<file path="config.mk">
export PLATFORM = sky130hd
export DESIGN_NAME = sobel_main_file
export DESIGN_NICKNAME = d
export VERILOG_FILES = /design/src/rtl/sobel_main_file.sv
export SDC_FILE = /design/constraint.sdc
export NUM_CORES = 2
export LEC_CHECK = 0
export ABC_AREA = 1
export CORE_MARGIN = 3
export CORE_UTILIZATION = 40
export CTS_BUF_LIST = sky130_fd_sc_hd__clkbuf_2
export DETAILED_ROUTE_END_ITERATION = 8
export GPL_TIMING_DRIVEN = 0
export PLACE_DENSITY = 0.6
export SETUP_SLACK_MARGIN = 0.02
export SLEW_MARGIN = 20
export SYNTH_ARGS = -nofsm -noshare
export SYNTH_HDL_FRONTEND = slang
export SYNTH_SLANG_ARGS = --single-unit
</file>
<file path="constraint.sdc">
create_clock -name clk -period 23.4 [get_ports clk]
set_input_delay 3.51 -clock clk [delete_from_list [all_inputs] [get_ports clk]]
set_output_delay 3.51 -clock clk [all_outputs]
set_load 0.005 [all_outputs]
</file>
<file path="src/rtl/sobel_main_file.sv">
// ----------------------------------------------------------------------------
// sobel_main_file
//
// Sobel edge-detection engine. On start it fetches every 3x3 window of an
// 8-bit grayscale image from a synchronous pixel RAM. For each interior pixel
// it computes |Gx| + |Gy|, saturated to 8 bits, and writes the
// (width-2) x (length-2) result image back to RAM in raster order.
//
// Ports:
//   clk            - sole clock, rising edge
//   n_rst          - asynchronous, active-high reset
//   start          - begin a frame (sampled only while idle)
//   width, length  - image geometry in pixels (latched on start)
//   initial_addr_r - read base, byte address = initial_addr_r << 16
//   initial_addr_w - write base, byte address = initial_addr_w << 16
//   read_data      - RAM read data, valid the cycle after read_en
//   read_en        - RAM read strobe
//   read_addr      - RAM read address
//   write_en       - RAM write strobe
//   write_addr     - RAM write address
//   write_data     - result pixel
//   busy           - high whenever the engine is not idle
//   done           - one-cycle pulse at frame completion
// ----------------------------------------------------------------------------
module sobel_main_file (
    input  logic        clk,
    input  logic        n_rst,
    input  logic        start,
    input  logic [11:0] width,
    input  logic [11:0] length,
    input  logic [7:0]  initial_addr_r,
    input  logic [7:0]  initial_addr_w,
    input  logic [7:0]  read_data,
    output logic        read_en,
    output logic [23:0] read_addr,
    output logic        write_en,
    output logic [23:0] write_addr,
    output logic [7:0]  write_data,
    output logic        busy,
    output logic        done
);

    typedef enum logic [2:0] {IDLE, READ, WAIT, CALC, WRITE, DONE} state_t;

    state_t      state;
    logic [11:0] w_r;
    logic [11:0] l_r;
    logic [7:0]  rbase;
    logic [7:0]  wbase;
    logic [11:0] row;
    logic [11:0] col;
    logic [3:0]  k;
    logic [7:0]  p [0:8];

    logic [10:0]        gx_pos, gx_neg, gy_pos, gy_neg;
    logic signed [10:0] gx, gy;
    logic [11:0]        mag;

    logic        wrap_col;
    logic        frame_end;
    logic [11:0] next_col;
    logic [11:0] next_row;

    // Address of window element idx centred on (r, c); wraps modulo 2^24.
    function automatic logic [23:0] rd_addr(input logic [7:0]  base,
                                            input logic [11:0] w,
                                            input logic [11:0] r,
                                            input logic [11:0] c,
                                            input logic [3:0]  idx);
        logic [23:0] y;
        logic [23:0] x;
        y = 24'(r) - 24'd1 + 24'(idx / 4'd3);
        x = 24'(c) - 24'd1 + 24'(idx % 4'd3);
        return {base, 16'h0000} + y * 24'(w) + x;
    endfunction

    // Output image is (w-2) wide, so interior pixel (r, c) lands at raster
    // index (r-1)*(w-2) + (c-1).
    function automatic logic [23:0] wr_addr(input logic [7:0]  base,
                                            input logic [11:0] w,
                                            input logic [11:0] r,
                                            input logic [11:0] c);
        return {base, 16'h0000} + (24'(r) - 24'd1) * (24'(w) - 24'd2)
               + 24'(c) - 24'd1;
    endfunction

    function automatic logic [10:0] abs11(input logic signed [10:0] v);
        return v[10] ? 11'(-v) : 11'(v);
    endfunction

    function automatic logic [7:0] sat8(input logic [11:0] v);
        return (v > 12'd255) ? 8'd255 : v[7:0];
    endfunction

    // Gradient: each weighted half-sum is at most 4*255 = 1020, so the
    // difference fits in 11 bits signed and |Gx|+|Gy| fits in 12 bits.
    always_comb begin
        gx_pos = 11'(p[2]) + (11'(p[5]) << 1) + 11'(p[8]);
        gx_neg = 11'(p[0]) + (11'(p[3]) << 1) + 11'(p[6]);
        gy_pos = 11'(p[6]) + (11'(p[7]) << 1) + 11'(p[8]);
        gy_neg = 11'(p[0]) + (11'(p[1]) << 1) + 11'(p[2]);
        gx     = $signed(gx_pos) - $signed(gx_neg);
        gy     = $signed(gy_pos) - $signed(gy_neg);
        mag    = 12'(abs11(gx)) + 12'(abs11(gy));
    end

    // Raster advance after each write.
    always_comb begin
        wrap_col  = (col + 12'd1) == (w_r - 12'd1);
        next_col  = wrap_col ? 12'd1 : col + 12'd1;
        next_row  = wrap_col ? row + 12'd1 : row;
        frame_end = wrap_col && ((row + 12'd1) == (l_r - 12'd1));
    end

    // Strobes are decoded from state so reset clears them at once.
    assign read_en  = (state == READ);
    assign write_en = (state == WRITE);
    assign busy     = (state != IDLE);
    assign done     = (state == DONE);

    always_ff @(posedge clk or posedge n_rst) begin
        if (n_rst) begin
            state      <= IDLE;
            w_r        <= '0;
            l_r        <= '0;
            rbase      <= '0;
            wbase      <= '0;
            row        <= '0;
            col        <= '0;
            k          <= '0;
            read_addr  <= '0;
            write_addr <= '0;
            write_data <= '0;
        end else begin
            case (state)
                IDLE: begin
                    if (start) begin
                        w_r   <= width;
                        l_r   <= length;
                        rbase <= initial_addr_r;
                        wbase <= initial_addr_w;
                        if (width < 12'd3 || length < 12'd3) begin
                            state <= DONE;
                        end else begin
                            row       <= 12'd1;
                            col       <= 12'd1;
                            k         <= 4'd0;
                            read_addr <= rd_addr(initial_addr_r, width,
                                                 12'd1, 12'd1, 4'd0);
                            state     <= READ;
                        end
                    end
                end
                READ: begin
                    if (k == 4'd8) begin
                        state <= WAIT;
                    end else begin
                        k         <= k + 4'd1;
                        read_addr <= rd_addr(rbase, w_r, row, col, k + 4'd1);
                    end
                end
                WAIT: begin
                    state <= CALC;
                end
                CALC: begin
                    write_data <= sat8(mag);
                    write_addr <= wr_addr(wbase, w_r, row, col);
                    state      <= WRITE;
                end
                WRITE: begin
                    col <= next_col;
                    row <= next_row;
                    if (frame_end) begin
                        state <= DONE;
                    end else begin
                        k         <= 4'd0;
                        read_addr <= rd_addr(rbase, w_r, next_row, next_col, 4'd0);
                        state     <= READ;
                    end
                end
                DONE: begin
                    state <= IDLE;
                end
                default: begin
                    state <= IDLE;
                end
            endcase
        end
    end

    // Window capture: RAM returns element k-1 while element k is addressed,
    // and element 8 arrives during WAIT.
    always_ff @(posedge clk) begin
        if (state == READ && k != 4'd0) begin
            p[k - 4'd1] <= read_data;
        end else if (state == WAIT) begin
            p[8] <= read_data;
        end
    end

endmodule

</file>
==> results.md <==
* Residual DRC at 0
* Slowest cell delay on critical path at 0.80 ns
* Crit path time final at 12.21 ns
* Setup Skew at 0.09685 ns
* Site Rows at 108
* Cell variety after synth at 62
* Die Span Y at 302.7 um
* Commonest non-fill, non-tap cell in the layout: inv_1
* Via density at 5.025
* Max Cap Viol at 0
* Area Overhead vs Synth at 8.179%
* Worst path slowest cell: xor2_1
* Fmax at 81.87 MHz
* Final WL at 106.1 mm
* Cell area after layout at 38100 um^2
* Clk sinks at 191
* Worst Hold Launch: read_addr[10]
* Initial Util at 0.4047
* # nets final at 5357
* FF+latch count, synth at 191
* Seq/Total Area, Yosys at 0.1448
* Final setup violating endpoints at 0
* Pwr per Cell Area at 116.7 nW/um^2
* Combinational power share at 0.841
* Number of port buffers at 110
* Hold buffer count at cts at 0
* Post-Syn Area at 35220 um^2
* CP arrival at 13.34 ns
* Die area at 91640 um^2
* Post-CTS Setup Inserts at 0
* Worst-skew pair later-pin latency at 1.20 ns
* EDFF count, synth at 64
* Status: finished clean
* Fin. Hold Viols at 0
* Clock transition at path regs at 0.42 ns
* Critical Path Start: w_r[1]
* Max-slew headroom at 0.2145
* Layout Utilization at 0.4378
* Num CTS Buffers at 17
* Switching part of the total at 0.5940
* Global-route wire length before repair at 167.5 mm
* Post-DP HPWL at 88.89 mm
* Most frequent cells in the layout: inv_1, nand2_1, fa_1
* Gr ovfl total at 0
* Pin count of the biggest net entering global routing at 67
* Worst Tran Pin Value at 1.178 ns
* Post-Syn Area per Cell at 8.205 um^2
* Fin crit share at 0.5220
* Vias in the first global route at 28950
* Worst min path class: reg -> reg
* Crit path max fanout at 12
* Lkg Pwr at 19.35 nW
* 1st-pass router iterations at 6
* RSZ-0062 raised after global routing: no
* Clk root buf: clkbuf_2
* Mapped Cells at 4292
* Antenna violations before repair at 4
* Part of the power in registers at 0.112
* Clk pwr share at 0.047
* RR Startpoint: w_r[1]
* CP Launch Type: register
* Synth Flop Type: dfrtp_1
* Total track usage at 0.2423
* Switching Power at 2.641 mW
* Int Pwr at 1.805 mW
* Crit end category: register
* Post-cts resize count at 0
* CP required at 24.52 ns
* Initial DRC count at 2068
* Core footprint at 87020 um^2
* TritonCTS clock tree: done
* GPL Wtd Cong at 0.9885
* Clk buf depth at 2
* Cell Area, Placed at 37810 um^2
* Max Slew Vio Count at 0
* Detailed-route via count at 28113
* Synthesis Warnings at 0
* VDD IR-drop max at 0.0001804 V
* Io pins at 111
* Die W at 302.7 um
* Overall power at 4.446 mW
* Crit-path most repeated cell: nand2_1
* Routed len/inst at 18.95 um
* H-tree Lvls at 4
* Critical path type: reg -> reg
* Routed Antenna Nets at 0
* Share of cells above drive strength 1 at 0.03563
* Post-synth net total at 5227
* Setup TNS at 0 ns
* FFs w/ async S/R, synth at 0.6649
cells in the mapped netlist (7+ instances only):
cell type,instances,share of area
clkbuf_1,75,0.0080
nand3_1,126,0.018
buf_2,16,0.0023
buf_1,8,0.00085
ha_1,253,0.090
xor2_1,113,0.028
fa_1,631,0.36
nand2_2,14,0.0025
nor2_2,18,0.0032
edfxtp_1,64,0.055
nand4_1,38,0.0068
nand2_1,794,0.085
nor2_1,431,0.046
or2_2,9,0.0016
inv_2,17,0.0018
o21ai_0,130,0.018
a31oi_1,12,0.0021
dfrtp_1,127,0.090
nor2_4,9,0.0029
inv_1,1037,0.11
nor3_1,31,0.0044
nor4_1,8,0.0014
a21oi_1,134,0.019
o21a_1,7,0.0015
o21ai_2,7,0.0017
xnor2_1,47,0.012
clkinv_1,14,0.0015
o21bai_1,13,0.0028
o22ai_1,26,0.0046
flip-flops by register name, summed over array words and instances (netlist names), 4 cells and up:
| register | count |
|---|---|
| col | 12 |
| k | 4 |
| l_r | 12 |
| p | 64 |
| rbase | 8 |
| read_addr | 24 |
| row | 12 |
| w_r | 12 |
| wbase | 8 |
| write_addr | 24 |
| write_data | 8 |
metrics by stage:
step | cells | setup slack, ns | hold WS [ns]
2_1_floorplan | 4292 | 13.94 | 0.4654
3_3_place_gp | 5557 | 11.51 | 0.4658
3_5_place_dp | 5558 | 11.55 | 0.4680
4_1_cts | 5590 | 11.50 | 0.5360
5_1_grt | 5593 | 10.64 | 0.5477
6_report | 5595 | 11.19 | 0.5302
worst max-delay path: cells and delay by family (launching register included):
kind | cells | cell delay (ns)
buf+inv | 12 | 2.93
xor+xnor | 1 | 0.80
flops | 1 | 0.41
fa+ha+maj | 9 | 4.16
compound gates | 5 | 0.78
simple gates | 21 | 3.06
worst paths after layout:
check	depth (start not counted)	slack (ns)	end
max in group asynchronous	3	19.91	k[0]
worst min register to register	2	0.53	read_addr[10]
worst min-delay path	2	0.53	read_addr[10]
worst max register to register	48	11.19	read_addr[21]
worst max-delay path	48	11.19	read_addr[21]
min in group asynchronous	2	2.71	write_addr[22]
metal layers:
metal / vias up / routed length, um / GRT usage
met5: - / 13 / 0
li1: 13116 / - / -
met1: 13924 / 45200 / 0.3239
met3: 172 / 6808 / 0.03979
met4: 2 / 3726 / 0.07968
met2: 899 / 50300 / 0.4020
cell families (layout without fill, tap and decap cells):
kind of cell / after synthesis / in the layout / synth area share
AO/OA/AOI/OAI: 372 / 372 / 0.05979
flip-flops: 191 / 191 / 0.1448
other: 0 / 5 / 0
buffers and inverters: 1176 / 1319 / 0.1273
multiplexers: 4 / 4 / 0.001279
adder cells (fa/ha/maj): 884 / 884 / 0.4486
XOR/XNOR: 161 / 161 / 0.04025
AND/OR/NAND/NOR: 1504 / 1504 / 0.1780
power by group through the flow:
| stage | Combinational [mW] | Sequential [mW] | Clock, mW |
|---|---|---|---|
| 6_report | 3.74 | 0.499 | 0.209 |
| 5_1_grt | 4.27 | 0.509 | 0.226 |
| 4_1_cts | 3.76 | 0.499 | 0.217 |
| 3_5_place_dp | 3.73 | 0.506 | 0 |
| 3_3_place_gp | 3.69 | 0.505 | 0 |
| 2_1_floorplan | 2.63 | 0.490 | 0 |
area by class of cell:
type	count	area [um^2]
Sequential cell	191	5100
Timing Repair Buffer	111	1129
Fill cell	8893	48930
Tap cell	1155	1445
Clock buffer	17	85.08
Inverter	1068	4016
Antenna cell	5	12.51
Buffer	108	475.5
Multi-Input combinational cell	2925	25640
Clock inverter	15	190.2
Note: power is estimated with default switching activity, not from simulation.
